### config.mk
export PLATFORM = sky130hd
export DESIGN_NAME = branch_pc_unit
export DESIGN_NICKNAME = d
export VERILOG_FILES = /design/src/rtl/branch_pc_unit.sv
export SDC_FILE = /design/constraint.sdc
export NUM_CORES = 1
export LEC_CHECK = 0
export BUFFER_PORTS_ARGS = -buffer_cell sky130_fd_sc_hd__buf_2
export CAP_MARGIN = 40
export CORE_MARGIN = 5
export CORE_UTILIZATION = 45
export DETAILED_ROUTE_END_ITERATION = 8
export PLACE_DENSITY_LB_ADDON = 0.1
export SETUP_SLACK_MARGIN = 0.15
export SKIP_LAST_GASP = 1
export SYNTH_ARGS = -nofsm -noshare
export SYNTH_HDL_FRONTEND = slang
export SYNTH_SLANG_ARGS = --single-unit
### constraint.sdc
create_clock -name clk -period 2.1 [get_ports clk]
set_input_delay 0.105 -clock clk [delete_from_list [all_inputs] [get_ports clk]]
set_output_delay 0.105 -clock clk [all_outputs]
set_load 0.1 [all_outputs]
### src/rtl/branch_pc_unit.sv
// Branch/jump resolver and program-counter owner: one control-flow op per 2 cycles.
// Optional BRANCH_PC_STATS_EN adds saturating taken/not-taken counters for BCOND/JCOND.
module branch_pc_unit #(
  parameter int WIDTH = 16,
  parameter logic [WIDTH-1:0] RESET_PC = '0
) (
  input  logic             clk,
  input  logic             reset,
  input  logic [4:0]       flags,
  input  logic             op_valid,
  output logic             op_ready,
  input  logic [1:0]       op,
  input  logic [3:0]       cond,
  input  logic [7:0]       disp,
  input  logic [WIDTH-1:0] target,
  input  logic             stall,
  output logic [WIDTH-1:0] pc,
  output logic [WIDTH-1:0] link,
  output logic             link_we,
  output logic             taken,
`ifdef BRANCH_PC_STATS_EN
  output logic [15:0]      taken_cnt,
  output logic [15:0]      nottaken_cnt,
`endif
  output logic             flush
);

  typedef enum logic {IDLE, RESOLVE} state_t;
  typedef enum logic [1:0] {OP_SEQ, OP_BCOND, OP_JCOND, OP_JAL} op_t;

  typedef struct packed {
    logic [1:0]       op;
    logic [3:0]       cond;
    logic [7:0]       disp;
    logic [WIDTH-1:0] target;
    logic [4:0]       flags;
  } req_t;

  state_t state, state_n;
  req_t   req;

  // flag word: {N, Z, F, L, C}
  function automatic logic cond_true(input logic [3:0] c, input logic [4:0] f);
    logic fc, fl, ff, fz, fn;
    {fn, fz, ff, fl, fc} = f;
    case (c)
      4'h0: cond_true = fz;
      4'h1: cond_true = !fz;
      4'h2: cond_true = fc;
      4'h3: cond_true = !fc;
      4'h4: cond_true = fl;
      4'h5: cond_true = !fl;
      4'h6: cond_true = fn;
      4'h7: cond_true = !fn;
      4'h8: cond_true = ff;
      4'h9: cond_true = !ff;
      4'hA: cond_true = !fl && !fz;
      4'hB: cond_true = fl || fz;
      4'hC: cond_true = !fn && !fz;
      4'hD: cond_true = fn || fz;
      4'hE: cond_true = 1'b1;
      default: cond_true = 1'b0;
    endcase
  endfunction

  logic             accept, commit, redirect, is_br;
  logic [WIDTH-1:0] pc_seq, pc_n;

  always_ff @(posedge clk or negedge reset) begin
    if (!reset) state <= IDLE;
    else        state <= state_n;
  end

  always_comb begin
    state_n  = state;
    op_ready = 1'b0;
    accept   = 1'b0;
    commit   = 1'b0;
    case (state)
      IDLE: begin
        op_ready = 1'b1;
        accept   = op_valid;
        if (op_valid) state_n = RESOLVE;
      end
      RESOLVE: begin
        commit = !stall;
        if (!stall) state_n = IDLE;
      end
      default: state_n = IDLE;
    endcase
  end

  always_comb begin
    pc_seq   = pc + WIDTH'(1);
    pc_n     = pc_seq;
    redirect = 1'b0;
    is_br    = (req.op == OP_BCOND) || (req.op == OP_JCOND);
    case (op_t'(req.op))
      OP_BCOND: begin
        redirect = cond_true(req.cond, req.flags);
        if (redirect) pc_n = pc + {{(WIDTH-8){req.disp[7]}}, req.disp};
      end
      OP_JCOND: begin
        redirect = cond_true(req.cond, req.flags);
        if (redirect) pc_n = req.target;
      end
      OP_JAL: begin
        redirect = 1'b1;
        pc_n     = req.target;
      end
      default: ;
    endcase
  end

  always_ff @(posedge clk or negedge reset) begin
    if (!reset) begin
      req     <= '0;
      pc      <= RESET_PC;
      link    <= '0;
      link_we <= 1'b0;
      taken   <= 1'b0;
      flush   <= 1'b0;
    end else begin
      link_we <= 1'b0;
      taken   <= 1'b0;
      flush   <= 1'b0;
      if (accept) req <= '{op: op, cond: cond, disp: disp, target: target, flags: flags};
      if (commit) begin
        pc    <= pc_n;
        taken <= redirect;
        flush <= redirect;
        if (req.op == OP_JAL) begin
          link    <= pc_seq;
          link_we <= 1'b1;
        end
      end
    end
  end

`ifdef BRANCH_PC_STATS_EN
  always_ff @(posedge clk or negedge reset) begin
    if (!reset) begin
      taken_cnt    <= '0;
      nottaken_cnt <= '0;
    end else if (commit && is_br) begin
      if (redirect && taken_cnt != 16'hFFFF)         taken_cnt    <= taken_cnt + 16'd1;
      if (!redirect && nottaken_cnt != 16'hFFFF)     nottaken_cnt <= nottaken_cnt + 16'd1;
    end
  end
`endif

endmodule

# == After elaboration in Yosys (flattened, before gate mapping) ==
# Cells that the tools add are included.
# Widths: inputs -> output; s select.
# word_totals
elab_cells,58
out_inout_bits,36
in_bits,39
register_bits,70
# op_classes
eq_ne,17
muxes,16
add_sub_neg,2
reduce_logical,12
n_bitwise,1
# ops
operator,count
$pmux 16 s3,1
$mux 16,2
$eq 4x4->1 const B,7
$add 16x1->16 const B,1
$add 16x16->16,1
$eq 4x3->1 const B,4
$pmux 1 s15,1
$mux 1,10
$eq 4x2->1 const B,2
$logic_not 1->1,6
$eq 2x2->1 const B,2
$eq 4x1->1 const B,1
$logic_not 4->1,1
$pmux 1 s3,1
$eq 2x1->1 const B,1
$logic_and 1x1->1,2
$logic_or 1x1->1,2
$pmux 1 s2,1
$reduce_and 2->1,1
$not 1->1,1

# == Logic depth before layout (Yosys ltp) ==
# logic_depth
ltp_word,6
ltp_mapped,10
ltp_nobuf,10

# == Worst setup path before layout ==
# OpenSTA, ideal clock, no wires.
# synth_timing
path_type,register to register
startpoint,register pc[0]
endpoint,register pc[10]
path_slack_ns,-0.868
n_path_buf,0
stages_incl_launch_ff,11
synth_period_minus_slack_ns,2.968
setup_time_ns,0.141
arrival_time_ns,2.828
required_time_ns,1.959
path_cell_list,dfrtp_1 > ha_1 > inv_1 > fa_1 > nand2b_1 > a21oi_1 > or3_1 > a221oi_1 > and3_1 > o31ai_1 > a31oi_1
# synth_via
elab_chain_cells,3
elab_cells_between_ends,5
cone_classes,2 x add/sub; 3 x mux
# synth_rtl
item,line_no,source
from (decl),17,"output logic [WIDTH-1:0] pc,"
from (signal assigned),129,pc <= pc_n;
$add 16x1->16 / $add 16x16->16 (equally long branches),"94, 101",
"$mux 16, on equally long branches","105, 101",
$pmux 16 s3 (*),98,case (op_t'(req.op))
# Mark *: on every way between the ends. The rest lies on a longest branch, timed or not.
# A chain may end at the register's enable or synchronous reset.

# == Final worst setup path ==
# Ends and elaborated chain as after synthesis.

==> results summary <==
The cell type contributing the most total cell area after synthesis is sky130_fd_sc_hd__dfrtp_1. The routed layout has between 4000 and 5000 vias. The maximum number of pins on one net before global-route repair is 39. In the routed design, unresolved DRC markers number 0.

The flow ran to the end, but the final reports show violations. The worst setup path is launched from a register. The total setup violations reported at the end of the flow is 12.

After layout, the minimum clock period comes to roughly 2.4 ns. The final wirelength came out at approximately 13 mm. The final net count came out at approximately 690.

The share of synthesized flip-flops with an asynchronous set or reset came out at 1.00. The total number of placement rows is 35. The tree is rooted in a sky130_fd_sc_hd__clkbuf_8.

Counting instances in the post-synthesis netlist gives the leading cell types as sky130_fd_sc_hd__dfrtp_1, sky130_fd_sc_hd__nand2_1, sky130_fd_sc_hd__o21ai_0, sky130_fd_sc_hd__mux2_2, sky130_fd_sc_hd__nor2_1. The share of the clock period used by the worst path came out at 1.13. The critical path arrival is between 2 and 3 ns. The number of enable flip-flop cells after synthesis is 0.

In the final routed layout, each cell accounts on average for about 17 µm. The deepest level of the CTS H-tree came out at 3. The initial antenna violation count was 0. Synthesis inferred 70 register bits. The total I/O pin count came out at 75. Headroom to the max-slew limit came out at 0.665. The required time reported for the critical path endpoint is about 2.3 ns. After legalization and detailed placement, the total HPWL measured between 9 and 10 mm. The kind of end point of the critical path is a register. The antenna violation net count after detailed routing came out at 0. The remaining global-route overflow came out at 0. The fraction of layout instances using a drive strength above 1 came out at 0.500.

The number of inserted diodes came out at 0. For the pin with the worst max-slew slack, the measured transition is slightly above 0.5 ns. The share of the synthesized area in the top cell type is 0.406. The clock tree buffer depth came out at 2.

The final-report hold violation count was 0. The final-layout fill cell count is about 700. By area the synthesized netlist is led by sky130_fd_sc_hd__dfrtp_1, sky130_fd_sc_hd__mux2_2, sky130_fd_sc_hd__ha_1. The tool flagged a number of max-cap violations equal to 0. The first-iteration detailed-routing DRC count is about 280. Setup slack on the critical path of the routed design comes to -0.279 ns.

The most numerous cell in the Yosys netlist is sky130_fd_sc_hd__dfrtp_1. The number of clock sinks came out at 70. The number of global-route vias before repair came out at roughly 4200.

The total die area came out at ~12000 µm². The final reports fail on negative setup slack. The first global-routing pass estimated approximately 21 mm of wire. The maximum achievable frequency came out at about 420 MHz.

The type of the setup path with the least slack is register to register. From synthesis to final layout, the design area changed by 53.0%. The global routing usage summed across all routing layers is 0.233.

Dividing total power by cell area gives a power density of around 1700 nW/µm². The CTS buffer count came out at 9. The total of warnings raised by yosys is 0.

The number of nets in the synthesized netlist is ~500. The top flip-flop cell by instance count after synthesis is sky130_fd_sc_hd__dfrtp_1. The leakage component of the power is 2.92 nW. The distinct cell type count after synthesis is ~70.

The clock tree from TritonCTS is yes. In this run the worst path has a maximum fanout of 3. The final weighted congestion in routability-driven placement came out at approximately 0.94. The sequential fraction of the synthesis area is 0.406. Measured along the y axis, the die boundary spans approximately 110 µm. The starting density of the core is 0.465. The number of vias per cell after detailed routing came out at 5.51. The latest clock arrival within the worst-skew pair came out at 0.35 ns. Setup repair after global routing could not meet its margin everywhere. The worst hold-check slack came out at 0.00758 ns. The average cell area after synthesis came out at 9.86 µm². The worst ir drop on vdd came out at 0.935 mV. The min-delay analysis places its worst path in the category primary input to register. After floorplanning, the core was sized to cover 9280 µm².

The post-CTS clock slew at the launch and capture registers of the worst setup and hold paths is approximately 0.08 ns. The final standard cell count with taps included and fillers excluded is 767. The pre-antenna-repair detailed-routing pass consisted of 5 iterations.

The placed instance count is roughly 690. In the synthesized netlist, the number of instances is 438. The horizontal die dimension is between 100 and 150 µm. The max-slew violation count came to 0. Clock skew on the completed layout was measured at 0.0141 ns.

The mapped cell area came out at 4320 µm². The number of buffer cells added on primary ports is 74.
[timing repair]
action	in CTS	in global routing
hold buffers	34	0
endpoints found under the setup margin	17	22
pin swaps	32	28
setup buffers	13	13
gates resized for setup	53	35
endpoints found under the hold margin	51	0
[critical path: stages (launching register included)]
cell and delay, ns:
sky130_fd_sc_hd__dfrtp_4 0.51, sky130_fd_sc_hd__ha_4 0.17, sky130_fd_sc_hd__inv_2 0.04, sky130_fd_sc_hd__fa_2 0.20, sky130_fd_sc_hd__nand2b_4 0.14, sky130_fd_sc_hd__a21oi_4 0.06
sky130_fd_sc_hd__or3_4 0.36, sky130_fd_sc_hd__a221oi_4 0.28, sky130_fd_sc_hd__nor3b_1 0.11, sky130_fd_sc_hd__o31ai_2 0.26, sky130_fd_sc_hd__a31oi_1 0.11
[cell type report]
type                       count  area (µm²)  area share
tap                          129         161      0.0244
clock inverter                 4        70.1      0.0106
clock buffer                  12         145      0.0220
sequential                    70        1790       0.272
timing repair buffer         206        1530       0.232
multi-input combinational    329        2840       0.429
inverter                      17        67.6      0.0102
[path summary, 6_finish.rpt]
kind                       startpoint  endpoint  slack, ns  depth (start not counted)
setup reg to reg                pc[0]    pc[10]      -0.28                         10
hold reg to reg              link[10]  link[10]       0.47                          2
setup / recovery                pc[0]    pc[10]      -0.28                         10
hold / removal               flags[2]    req[2]      0.008                          2
max in group asynchronous       reset   req[11]       1.04                          4
min in group asynchronous       reset   link[4]       0.22                          2
[metrics by stage]
stage	setup slack, ns	util	TNS, ns	power (mW)	instance area [µm²]
3_5_place_dp	-0.228	0.585	-2.19	8.51	5430
3_3_place_gp	-0.221	0.585	-1.29	8.42	5430
4_1_cts	-0.198	0.681	-1.01	10.4	6320
6_report	-0.279	0.711	-1.52	11.0	6610
5_1_grt	-0.407	0.711	-2.44	11.6	6610
2_1_floorplan	-0.285	-	-1.13	6.89	4490
[where the power goes]
group	total (mW)	switching, mW	internal, mW
clock network	1.22	0.517	0.699
registers	2.26	0.422	1.84
logic	7.57	4.74	2.83
total	11.0	5.68	5.37
[per-layer routing]
metal / vias up / wire length, µm / global-route usage
met1: 2062 / 5770 / 0.317
li1: 1992 / - / -
met4: 0 / 161 / 0.0622
met5: - / 0 / 0
met2: 156 / 6540 / 0.389
met3: 18 / 891 / 0.0316
[placed cells by master (no fill, tap or decap), types with 10 or more instances in the layout]
cell type,n
sky130_fd_sc_hd__dlygate4sd3_1,34
sky130_fd_sc_hd__nand3_1,10
sky130_fd_sc_hd__buf_6,14
sky130_fd_sc_hd__clkbuf_8,10
sky130_fd_sc_hd__o21ai_0,25
sky130_fd_sc_hd__buf_2,74
sky130_fd_sc_hd__ha_1,13
sky130_fd_sc_hd__nand2_1,36
sky130_fd_sc_hd__dfrtp_1,54
sky130_fd_sc_hd__buf_4,81
sky130_fd_sc_hd__inv_1,15
sky130_fd_sc_hd__mux2_2,32
sky130_fd_sc_hd__xnor2_1,12
sky130_fd_sc_hd__nor2_1,25
[sequential cells by signal, summed over array words and instances, names as in the netlist]
signal   count
pc          16
link        16
link_we      1
flush        1
state        1
req         35
[logic make-up after synthesis]
| group | after synthesis | synth area share |
|---|---|---|
| buf+inv | 39 | 0.0464 |
| simple gates | 134 | 0.166 |
| fa+ha+maj | 21 | 0.0626 |
| compound gates | 115 | 0.179 |
| flops | 70 | 0.406 |
| xor+xnor | 24 | 0.0487 |
| mux | 35 | 0.0916 |
Power figures use the tool's default switching activity.
